File: src/rtl/bola_disp_pkg.sv
// ============================================================================
// bola_disp_pkg : shared types and constants for the 7-segment memory reader
// Revision 1.0  : initial release
// ============================================================================
`default_nettype none

package bola_disp_pkg;

    typedef enum logic [1:0] {
        IDLE    = 2'd0,
        FETCH   = 2'd1,
        CAPTURE = 2'd2,
        HOLD    = 2'd3
    } state_t;

    localparam logic [6:0] SEG_BLANK = 7'h7F;
    localparam logic [3:0] AN_OFF    = 4'hF;

endpackage

`default_nettype wire

File: src/rtl/seg_display_reader_hex_to_7seg.sv
// ============================================================================
// hex_to_7seg : combinational nibble to active-low {g,f,e,d,c,b,a} decoder
// Revision 1.0 : initial release
// ============================================================================
`default_nettype none

module hex_to_7seg (
    input  logic [3:0] i_nibble,
    output logic [6:0] o_seg
);

    always_comb begin
        o_seg = 7'h7F;
        case (i_nibble)
            4'h0: o_seg = 7'h40;
            4'h1: o_seg = 7'h79;
            4'h2: o_seg = 7'h24;
            4'h3: o_seg = 7'h30;
            4'h4: o_seg = 7'h19;
            4'h5: o_seg = 7'h12;
            4'h6: o_seg = 7'h02;
            4'h7: o_seg = 7'h78;
            4'h8: o_seg = 7'h00;
            4'h9: o_seg = 7'h10;
            4'hA: o_seg = 7'h08;
            4'hB: o_seg = 7'h03;
            4'hC: o_seg = 7'h46;
            4'hD: o_seg = 7'h21;
            4'hE: o_seg = 7'h06;
            4'hF: o_seg = 7'h0E;
            default: o_seg = 7'h7F;
        endcase
    end

endmodule

`default_nettype wire

File: src/rtl/seg_display_reader.sv
// ============================================================================
// seg_display_reader : shows the live accumulator or a memory dump on four
//                      multiplexed 7-segment digits
// Revision 1.0       : initial release
// ============================================================================
`default_nettype none

module seg_display_reader
    import bola_disp_pkg::*;
#(
    parameter int ADDR_W      = 5,
    parameter int MEM_DEPTH   = 21,
    parameter int REFRESH_DIV = 50000,
    parameter int SCAN_DIV    = 25000000
) (
    input  logic              clk,
    input  logic              rst_n,
    input  logic              mode,
    input  logic [15:0]       ac,
    input  logic              step,
    input  logic              auto_scan,
    output logic [ADDR_W-1:0] mem_addr,
    output logic              mem_rd,
    input  logic [15:0]       mem_data,
    output logic [ADDR_W-1:0] addr_disp,
    output logic              busy,
    output logic [6:0]        seg,
    output logic [3:0]        an
);

    localparam int REF_W  = (REFRESH_DIV > 1) ? $clog2(REFRESH_DIV) : 1;
    localparam int HOLD_W = (SCAN_DIV > 1) ? $clog2(SCAN_DIV) : 1;

    localparam logic [REF_W-1:0]  c_REF_LAST  = REF_W'(REFRESH_DIV - 1);
    localparam logic [HOLD_W-1:0] c_HOLD_LAST = HOLD_W'(SCAN_DIV - 1);
    localparam logic [ADDR_W-1:0] c_ADDR_LAST = ADDR_W'(MEM_DEPTH - 1);

    state_t              r_state;
    logic [REF_W-1:0]    r_ref_cnt;
    logic [1:0]          r_digit;
    logic [15:0]         r_disp_word;
    logic [ADDR_W-1:0]   r_cur_addr;
    logic [HOLD_W-1:0]   r_hold_cnt;
    logic                r_step_q;

    logic [3:0]          w_nibble;
    logic [6:0]          w_seg;
    logic                w_advance;
    logic [ADDR_W-1:0]   w_next_addr;

    always_comb begin
        w_nibble = r_disp_word[3:0];
        case (r_digit)
            2'd0: w_nibble = r_disp_word[3:0];
            2'd1: w_nibble = r_disp_word[7:4];
            2'd2: w_nibble = r_disp_word[11:8];
            2'd3: w_nibble = r_disp_word[15:12];
            default: w_nibble = r_disp_word[3:0];
        endcase
    end

    hex_to_7seg u_hex (
        .i_nibble (w_nibble),
        .o_seg    (w_seg)
    );

    // The digit lit on a tick is the current index; the index moves on afterwards.
    always_ff @(posedge clk or negedge rst_n) begin
        if (!rst_n) begin
            r_ref_cnt <= '0;
            r_digit   <= 2'd0;
            seg       <= SEG_BLANK;
            an        <= AN_OFF;
        end else if (r_ref_cnt == c_REF_LAST) begin
            r_ref_cnt <= '0;
            r_digit   <= r_digit + 2'd1;
            seg       <= w_seg;
            an        <= ~(4'b0001 << r_digit);
        end else begin
            r_ref_cnt <= r_ref_cnt + 1'b1;
        end
    end

    assign w_advance   = (step & ~r_step_q) | (auto_scan & (r_hold_cnt == c_HOLD_LAST));
    assign w_next_addr = (r_cur_addr == c_ADDR_LAST) ? '0 : r_cur_addr + 1'b1;
    assign busy        = (r_state == FETCH) || (r_state == CAPTURE);

    always_ff @(posedge clk or negedge rst_n) begin
        if (!rst_n) begin
            r_state     <= IDLE;
            r_disp_word <= 16'h0000;
            r_cur_addr  <= '0;
            r_hold_cnt  <= '0;
            r_step_q    <= 1'b0;
            mem_addr    <= '0;
            mem_rd      <= 1'b0;
            addr_disp   <= '0;
        end else begin
            r_step_q <= step;
            // Leaving dump mode abandons any outstanding read without capturing it.
            if (!mode) begin
                r_state <= IDLE;
                mem_rd  <= 1'b0;
                if (r_state == IDLE) begin
                    r_disp_word <= ac;
                end
            end else begin
                case (r_state)
                    IDLE: begin
                        r_state    <= FETCH;
                        r_cur_addr <= '0;
                        mem_addr   <= '0;
                        mem_rd     <= 1'b1;
                    end
                    FETCH: begin
                        mem_rd  <= 1'b0;
                        r_state <= CAPTURE;
                    end
                    CAPTURE: begin
                        r_disp_word <= mem_data;
                        addr_disp   <= r_cur_addr;
                        r_hold_cnt  <= '0;
                        r_state     <= HOLD;
                    end
                    HOLD: begin
                        if (w_advance) begin
                            r_cur_addr <= w_next_addr;
                            mem_addr   <= w_next_addr;
                            mem_rd     <= 1'b1;
                            r_state    <= FETCH;
                        end else if (r_hold_cnt == c_HOLD_LAST) begin
                            r_hold_cnt <= '0;
                        end else begin
                            r_hold_cnt <= r_hold_cnt + 1'b1;
                        end
                    end
                    default: begin
                        r_state <= IDLE;
                        mem_rd  <= 1'b0;
                    end
                endcase
            end
        end
    end

endmodule

`default_nettype wire

File: config.mk
export PLATFORM = sky130hd
export DESIGN_NAME = seg_display_reader
export DESIGN_NICKNAME = d
export VERILOG_FILES = /design/src/rtl/bola_disp_pkg.sv /design/src/rtl/seg_display_reader_hex_to_7seg.sv /design/src/rtl/seg_display_reader.sv
export SDC_FILE = /design/constraint.sdc
export NUM_CORES = 1
export LEC_CHECK = 0
export CORE_ASPECT_RATIO = 1.25
export CORE_MARGIN = 2
export CORE_UTILIZATION = 50
export DETAILED_ROUTE_END_ITERATION = 12
export HOLD_SLACK_MARGIN = 0.02
export MAX_ROUTING_LAYER = met4
export PLACE_DENSITY = 0.72
export SLEW_MARGIN = 10
export SYNTH_ARGS = -nofsm -noshare
export SYNTH_HDL_FRONTEND = slang
export SYNTH_SLANG_ARGS = --single-unit
File: constraint.sdc
create_clock -name clk -period 2.8 [get_ports clk]
set_clock_uncertainty 0.2 [all_clocks]
set_input_delay 0.56 -clock clk [delete_from_list [all_inputs] [get_ports clk]]
set_output_delay 0.56 -clock clk [all_outputs]
set_load 0.1 [all_outputs]
==> impl_results.md, run 1 <==
* Hold Buf Count CTS at 0
* CORE AREA at 0.00903 mm²
* Via density at 5.76
* Static leakage at 2.59 nW
* Postcts setup bufs at 0
* Most common cell in the netlist: dfrtp_1
* Critical Path End Type: flip-flop
* Syn_nets at 522
* Post-Route WL at 9980 µm
* Setup TNS at 0 ns
* DRC viols at 0
* Slew Viols, Final at 0
* Pre-antenna DRT Iters at 7
* RD Place Congestion at 0.907
* DP HPWL at 7300 µm
* Final worst slack at 0.145 ns
* Worst setup SP type: flip-flop
* Commonest cells post-synth: dfrtp_1, nand2_1, nand3_1
* Final nets at 590
* Top cells by area, synth: dfrtp_1, dfstp_2, mux2i_1, ha_1, nand3_1
* Synth Register Bits at 84
* Root Driver: clkbuf_16
* RSZ-0062 raised after global routing: false
* Pre-CTS setup slack at 0.165 ns
* CTS buffer count at 9
* Final period utilization at 0.948
* CP Class: reg2reg
* Ys flop type: dfrtp_1
* DP Area at 0.00532 mm²
* Quantity of I/O buffers inserted on ports at 59
* Die extent in x at 89.6 µm
* Top-area cell type share of the netlist area at 0.399
* Worst vdd ir at 0.407 mV
* Outcome: completed
* CTS Buffer Depth at 2
* Gate Count Post-Synth at 468
* Syn-to-layout area delta at 22.8%
* All-Layer GR Usage at 0.222
* Mapped cell area at 0.00458 mm²
* Ys Warns at 0
* Io pins at 60
* Avg Cell Area, Syn at 9.78 µm²
* First DRT Iteration DRCs at 226
* Power per Cell Area at 656 mW/mm²
* Wire per inst at 15.0 µm
* Worst EP required at 2.82 ns
* Share of layout cells above drive strength 1 at 0.153
* Worst Reg-to-Reg Cells at 6
* GRT overflow at 0
* Final ANT Viol Nets at 0
* Least-Margin Pin Slew at 0.645 ns
* Final hold viol count at 0
* Via count at 3822
* DIE HEIGHT at 111 µm
* Post-synth ARST share at 1.00
* Rel. slew slack at 0.561
* Distinct cells, synth at 61
* Vias in the first global route at 3834
* Peak Freq at 377 MHz
* Clock latency on the worst-skew pair at 0.33 ns
* MaxCap Viol Count at 0
* Tmin final at 2.65 ns
* Initial antenna violation count at 0
* ANT cells at 0
* Cell taking the most area after synthesis: dfrtp_1
* Worst min-delay path class: in2async
* Register area share after synthesis at 0.462
* Final setup violation count at 0
* Post-synth EDFFs at 0
* Clock sinks at 84
* Global-route wire length before repair at 17200 µm
* CTS resizes at 0
* Max H-tree Level at 3
* Cell area after layout at 0.00562 mm²
* Starting Density at 0.507
* WP data arrival at 2.67 ns
* Die footprint at 0.00994 mm²
* Clock slew at reported path FFs at 0.06 ns
* CTS tree: built
* Cell Rows at 39
* Largest net degree at the start of global routing at 49
* CP Max Fanout at 10
## worst paths after layout
check                                        endpoint                  startpoint  slack, ns
hold / removal                r_ref_cnt[13]$_DFF_PN0_                       rst_n       0.04
setup reg to reg           r_hold_cnt[10]$_DFFE_PN0P_  r_hold_cnt[15]$_DFFE_PN0P_       0.15
hold reg to reg                     an[0]$_DFFE_PN1N_           an[0]$_DFFE_PN1N_       0.28
min in group clk                    an[0]$_DFFE_PN1N_           an[0]$_DFFE_PN1N_       0.28
setup / recovery           r_hold_cnt[10]$_DFFE_PN0P_  r_hold_cnt[15]$_DFFE_PN0P_       0.15
max in group asynchronous          seg[1]$_DFFE_PN1N_                       rst_n       1.72
## worst max-delay path, cell delays in order, from the launching register on
cell and delay [ns]:
dfrtp_1 0.44, or4b_1 0.58, or4_4 0.54, o21bai_4 0.22, buf_4 0.22, nor3_1 0.07
a211o_1 0.27
## through the flow
step / cells / power (mW) / util / hold slack (ns)
global route: 664 / 3.90 / 0.623 / 0.0908
detailed placement: 648 / 2.52 / 0.589 / 0.273
finish: 664 / 3.69 / 0.623 / 0.0358
floorplan: 468 / 2.22 / - / 0.0644
global placement: 648 / 2.49 / 0.589 / 0.264
CTS: 664 / 3.70 / 0.622 / 0.0641
## routing by layer
layer	vias to the layer above	track usage	share of wire
met5	-	-	0
met4	0	0.0726	0.016
met3	15	0.0432	0.047
met2	96	0.359	0.50
met1	1865	0.275	0.44
li1	1846	-	-
## power by group
part | total [mW] | internal (mW) | leakage, nW | switching (mW)
Clock | 1.18 | 0.714 | 0.139 | 0.466
Sequential | 1.54 | 1.40 | 1.08 | 0.147
Combinational | 0.965 | 0.361 | 1.37 | 0.604
## cells in the final DEF, fill, tap and decap left out, types with 3 or more instances in the layout
| cell type | n |
|---|---|
| a31oi_1 | 4 |
| o21a_1 | 3 |
| and2_1 | 5 |
| and4_1 | 4 |
| clkbuf_16 | 9 |
| nand2_1 | 40 |
| o211ai_1 | 3 |
| o21ai_0 | 36 |
| nor2b_1 | 5 |
| nor4_1 | 5 |
| dfstp_2 | 11 |
| buf_4 | 40 |
| a21oi_1 | 8 |
| nand4_1 | 14 |
| nor2_1 | 24 |
| a211o_1 | 8 |
| a221o_1 | 3 |
| mux2i_2 | 3 |
| dfrtp_1 | 73 |
| xnor2_1 | 7 |
| or3_1 | 5 |
| or4_1 | 6 |
| nand3_1 | 37 |
| a222oi_1 | 4 |
| and3_1 | 14 |
| clkdlybuf4s50_1 | 35 |
| mux2_2 | 5 |
| xor2_1 | 9 |
| mux2i_1 | 22 |
| inv_1 | 24 |
| nor3_1 | 12 |
| ha_1 | 17 |
## sequential cells by signal (all words and copies together), names as in the netlist
name,cells
r_digit,2
r_state,2
an,4
r_ref_cnt,16
r_step_q,1
r_cur_addr,5
mem_rd,1
r_disp_word,16
addr_disp,5
seg,7
r_hold_cnt,25
## cell type report
type / count / area [µm²]
clock buffer: 12 / 246
clock inverter: 4 / 50.0
fill: 742 / 3410
inverter: 24 / 90.1
multi-input combinational: 341 / 2290
sequential: 84 / 2120
tap: 123 / 154
timing repair buffer: 76 / 671
## kinds of logic (layout without fill, tap and decap cells)
group           count (synthesis)  count (layout)  share of synthesized area
simple gates                  186             186                      0.216
compound gates                 92              92                      0.139
buf+inv                        43             116                     0.0388
xor+xnor                       16              16                     0.0306
fa+ha+maj                      17              17                     0.0465
mux                            30              30                     0.0670
flops                          84              84                      0.462
Note: power is estimated with default switching activity, not from simulation.
==> run 2: changes to the inputs <==
--- a/config.mk
+++ b/config.mk
@@ -5,6 +5,7 @@
 export SDC_FILE = /design/constraint.sdc
 export NUM_CORES = 1
 export LEC_CHECK = 0
+export CAP_MARGIN = 40
 export CORE_ASPECT_RATIO = 1.25
 export CORE_MARGIN = 2
 export CORE_UTILIZATION = 50
@@ -16,3 +17,4 @@
 export SYNTH_ARGS = -nofsm -noshare
 export SYNTH_HDL_FRONTEND = slang
 export SYNTH_SLANG_ARGS = --single-unit
+export TNS_END_PERCENT = 50
==> impl_results.md, run 2 (same netlist as run 1, synthesis figures left out) <==
* GRT busiest layer: met2 (unchanged)
* DP HPWL at 7340 µm (was 7300 µm)
* Max H-tree Level at 3 (unchanged)
* Reg with most FFs: r_hold_cnt (unchanged)
* MaxCap Viol Count at 0 (unchanged)
* Share of layout cells above drive strength 1 at 0.156 (was 0.153)
* Clock sinks at 84 (unchanged)
* RD Place Congestion at 0.907 (unchanged)
* Met2 Use GR at 0.372 (was 0.359)
* Io pins at 60 (unchanged)
* RR Startpoint: r_hold_cnt[15]$_DFFE_PN0P_ (unchanged)
* Largest register FFs at 25 (unchanged)
* Clock slew at reported path FFs at 0.06 ns (about the same)
* Global-route wire length before repair at 17700 µm (was 17200 µm)
* Outcome: completed (unchanged)
* Least-Margin Pin Slew at 0.625 ns (was 0.645 ns)
* Power per Cell Area at 659 mW/mm² (was 656 mW/mm²)
* Pre-antenna DRT Iters at 4 (was 7)
* Worst setup SP type: flip-flop (unchanged)
* Root Driver: clkbuf_16 (unchanged)
* CTS buffer count at 9 (unchanged)
* Quantity of I/O buffers inserted on ports at 59 (unchanged)
* ANT cells at 0 (unchanged)
* Max stage delay on crit path at 0.58 ns (about the same)
* Largest net degree at the start of global routing at 49 (unchanged)
* Most frequent cells in the layout: dfrtp_1, buf_4, nand2_1 (was dfrtp_1, nand2_1, buf_4)
* Reg-to-reg setup timing slack at 0.16 ns (was 0.15 ns)
* DRC viols at 0 (unchanged)
* Slew Viols, Final at 0 (unchanged)
* Syn-to-layout area delta at 23.2% (was 22.8%)
* Cell area after layout at 0.00564 mm² (was 0.00562 mm²)
* Final hold viol count at 0 (unchanged)
* RSZ-0062 raised after global routing: false (unchanged)
* GRT overflow at 0 (unchanged)
* Most common cell after layout, fill and taps aside: dfrtp_1 (unchanged)
* Post-Layout Cell Count at 667 (was 664)
* Placed Instances at 649 (was 648)
* Die extent in x at 89.6 µm (unchanged)
* Peak Freq at 378 MHz (was 377 MHz)
* Post-Route WL at 10300 µm (was 9980 µm)
* First DRT Iteration DRCs at 253 (was 226)
* Final period utilization at 0.944 (was 0.948)
* Met3 Resource Use GR at 0.0618 (was 0.0432)
* DIE HEIGHT at 111 µm (unchanged)
* CTS tree: built (unchanged)
* Global Route met1 Usage at 0.281 (was 0.275)
* All-Layer GR Usage at 0.230 (was 0.222)
* CP max stage cell: or4b_1 (unchanged)
* Static leakage at 2.61 nW (was 2.59 nW)
* Worst EP required at 2.81 ns (was 2.82 ns)
* Starting Density at 0.507 (unchanged)
* Wire per inst at 15.5 µm (was 15.0 µm)
* Via density at 5.72 (was 5.76)
* Worst Reg-to-Reg Cells at 5 (was 6)
* CORE AREA at 0.00903 mm² (unchanged)
* DP Area at 0.00533 mm² (was 0.00532 mm²)
* Setup TNS at 0 ns (unchanged)
* Tmin final at 2.64 ns (was 2.65 ns)
* Crit-path cells: or4b_1 -> or4_4 -> o21a_4 -> and3_1 -> a211o_1 (was or4b_1 -> or4_4 -> o21bai_4 -> buf_4 -> nor3_1 -> a211o_1)
* CP Max Fanout at 19 (was 10)
* Final nets at 593 (was 590)
* Final ANT Viol Nets at 0 (unchanged)
* Critical Path End Type: flip-flop (unchanged)
* Initial antenna violation count at 0 (unchanged)
* Worst min-delay path class: in2async (unchanged)
* WP data arrival at 2.66 ns (was 2.67 ns)
* Die footprint at 0.00994 mm² (unchanged)
* Worst R2R End: r_hold_cnt[11]$_DFFE_PN0P_ (was r_hold_cnt[10]$_DFFE_PN0P_)
* Cell Rows at 39 (unchanged)
* Rel. slew slack at 0.578 (was 0.561)
* CTS Buffer Depth at 2 (unchanged)
* Final setup violation count at 0 (unchanged)
* Vias in the first global route at 3870 (was 3834)
* Clock latency on the worst-skew pair at 0.34 ns (was 0.33 ns)
* Hold Buf Count CTS at 0 (unchanged)
* Top flop regs: r_hold_cnt (25), r_disp_word (16), r_ref_cnt (16) (unchanged)
* Via count at 3818 (was 3822)
* Worst vdd ir at 0.433 mV (was 0.407 mV)
* CP Class: reg2reg (unchanged)
run 2: changes by cell type in the layout (fill, tap and decap cells not counted):
cell and delta:
mux2i_2 -1, buf_4 +3, mux2i_1 +1
run 2: worst max path at each step:
stage,start,endpoint,cells after the start
final,r_hold_cnt[15]$_DFFE_PN0P_,r_hold_cnt[11]$_DFFE_PN0P_,5
after global routing,r_digit[0]$_DFFE_PN0N_,seg[3]$_DFFE_PN1N_,9
after CTS,r_digit[0]$_DFFE_PN0N_,seg[3]$_DFFE_PN1N_,9
after detailed placement,r_hold_cnt[15]$_DFFE_PN0P_,r_hold_cnt[10]$_DFFE_PN0P_,6
after global placement,r_digit[0]$_DFFE_PN0N_,seg[4]$_DFFE_PN1N_,7
after floorplan,r_hold_cnt[15]$_DFFE_PN0P_,r_hold_cnt[15]$_DFFE_PN0P_,5
run 2: final cells by class:
type,instances,area (µm²)
Clock inverter,4,50.0
Multi-Input combinational cell,341,2290
Timing Repair Buffer,79,693
Tap cell,123,154
Sequential cell,84,2120
Clock buffer,12,246
Inverter,24,90.1
Fill cell,750,3390
run 2: report_power, final:
group          switching (mW)  internal, mW
combinational           0.616         0.379
clock                   0.463         0.714
sequential              0.149          1.40
total                    1.23          2.49
run 2: layer usage:
layer,part of all wire,wire length (µm)
met2,0.51,5260
met3,0.042,436
met1,0.43,4460
met5,0,0
met4,0.015,150
run 2: timing repair:
item | in CTS | in global routing
setup buffers | 0 | 2
endpoints found under the setup margin | 0 | 1
endpoints found under the hold margin | 0 | 0
resized for setup | 0 | 1
run 2: critical path, delay by kind of cell (launching register included):
kind            cells  cell delay (ns)
simple gates        3             1.32
flops               1             0.43
compound gates      2             0.58
run 2: metrics by stage:
stage	util	worst slack [ns]	hold slack, ns	power, mW
final	0.625	0.158	0.0306	3.72
after CTS	0.623	0.157	0.0672	3.72
after global placement	0.589	0.240	0.264	2.49
after detailed placement	0.590	0.164	0.273	2.53
after global routing	0.625	0.00803	0.100	3.93
after floorplan	-	0.371	0.0644	2.22
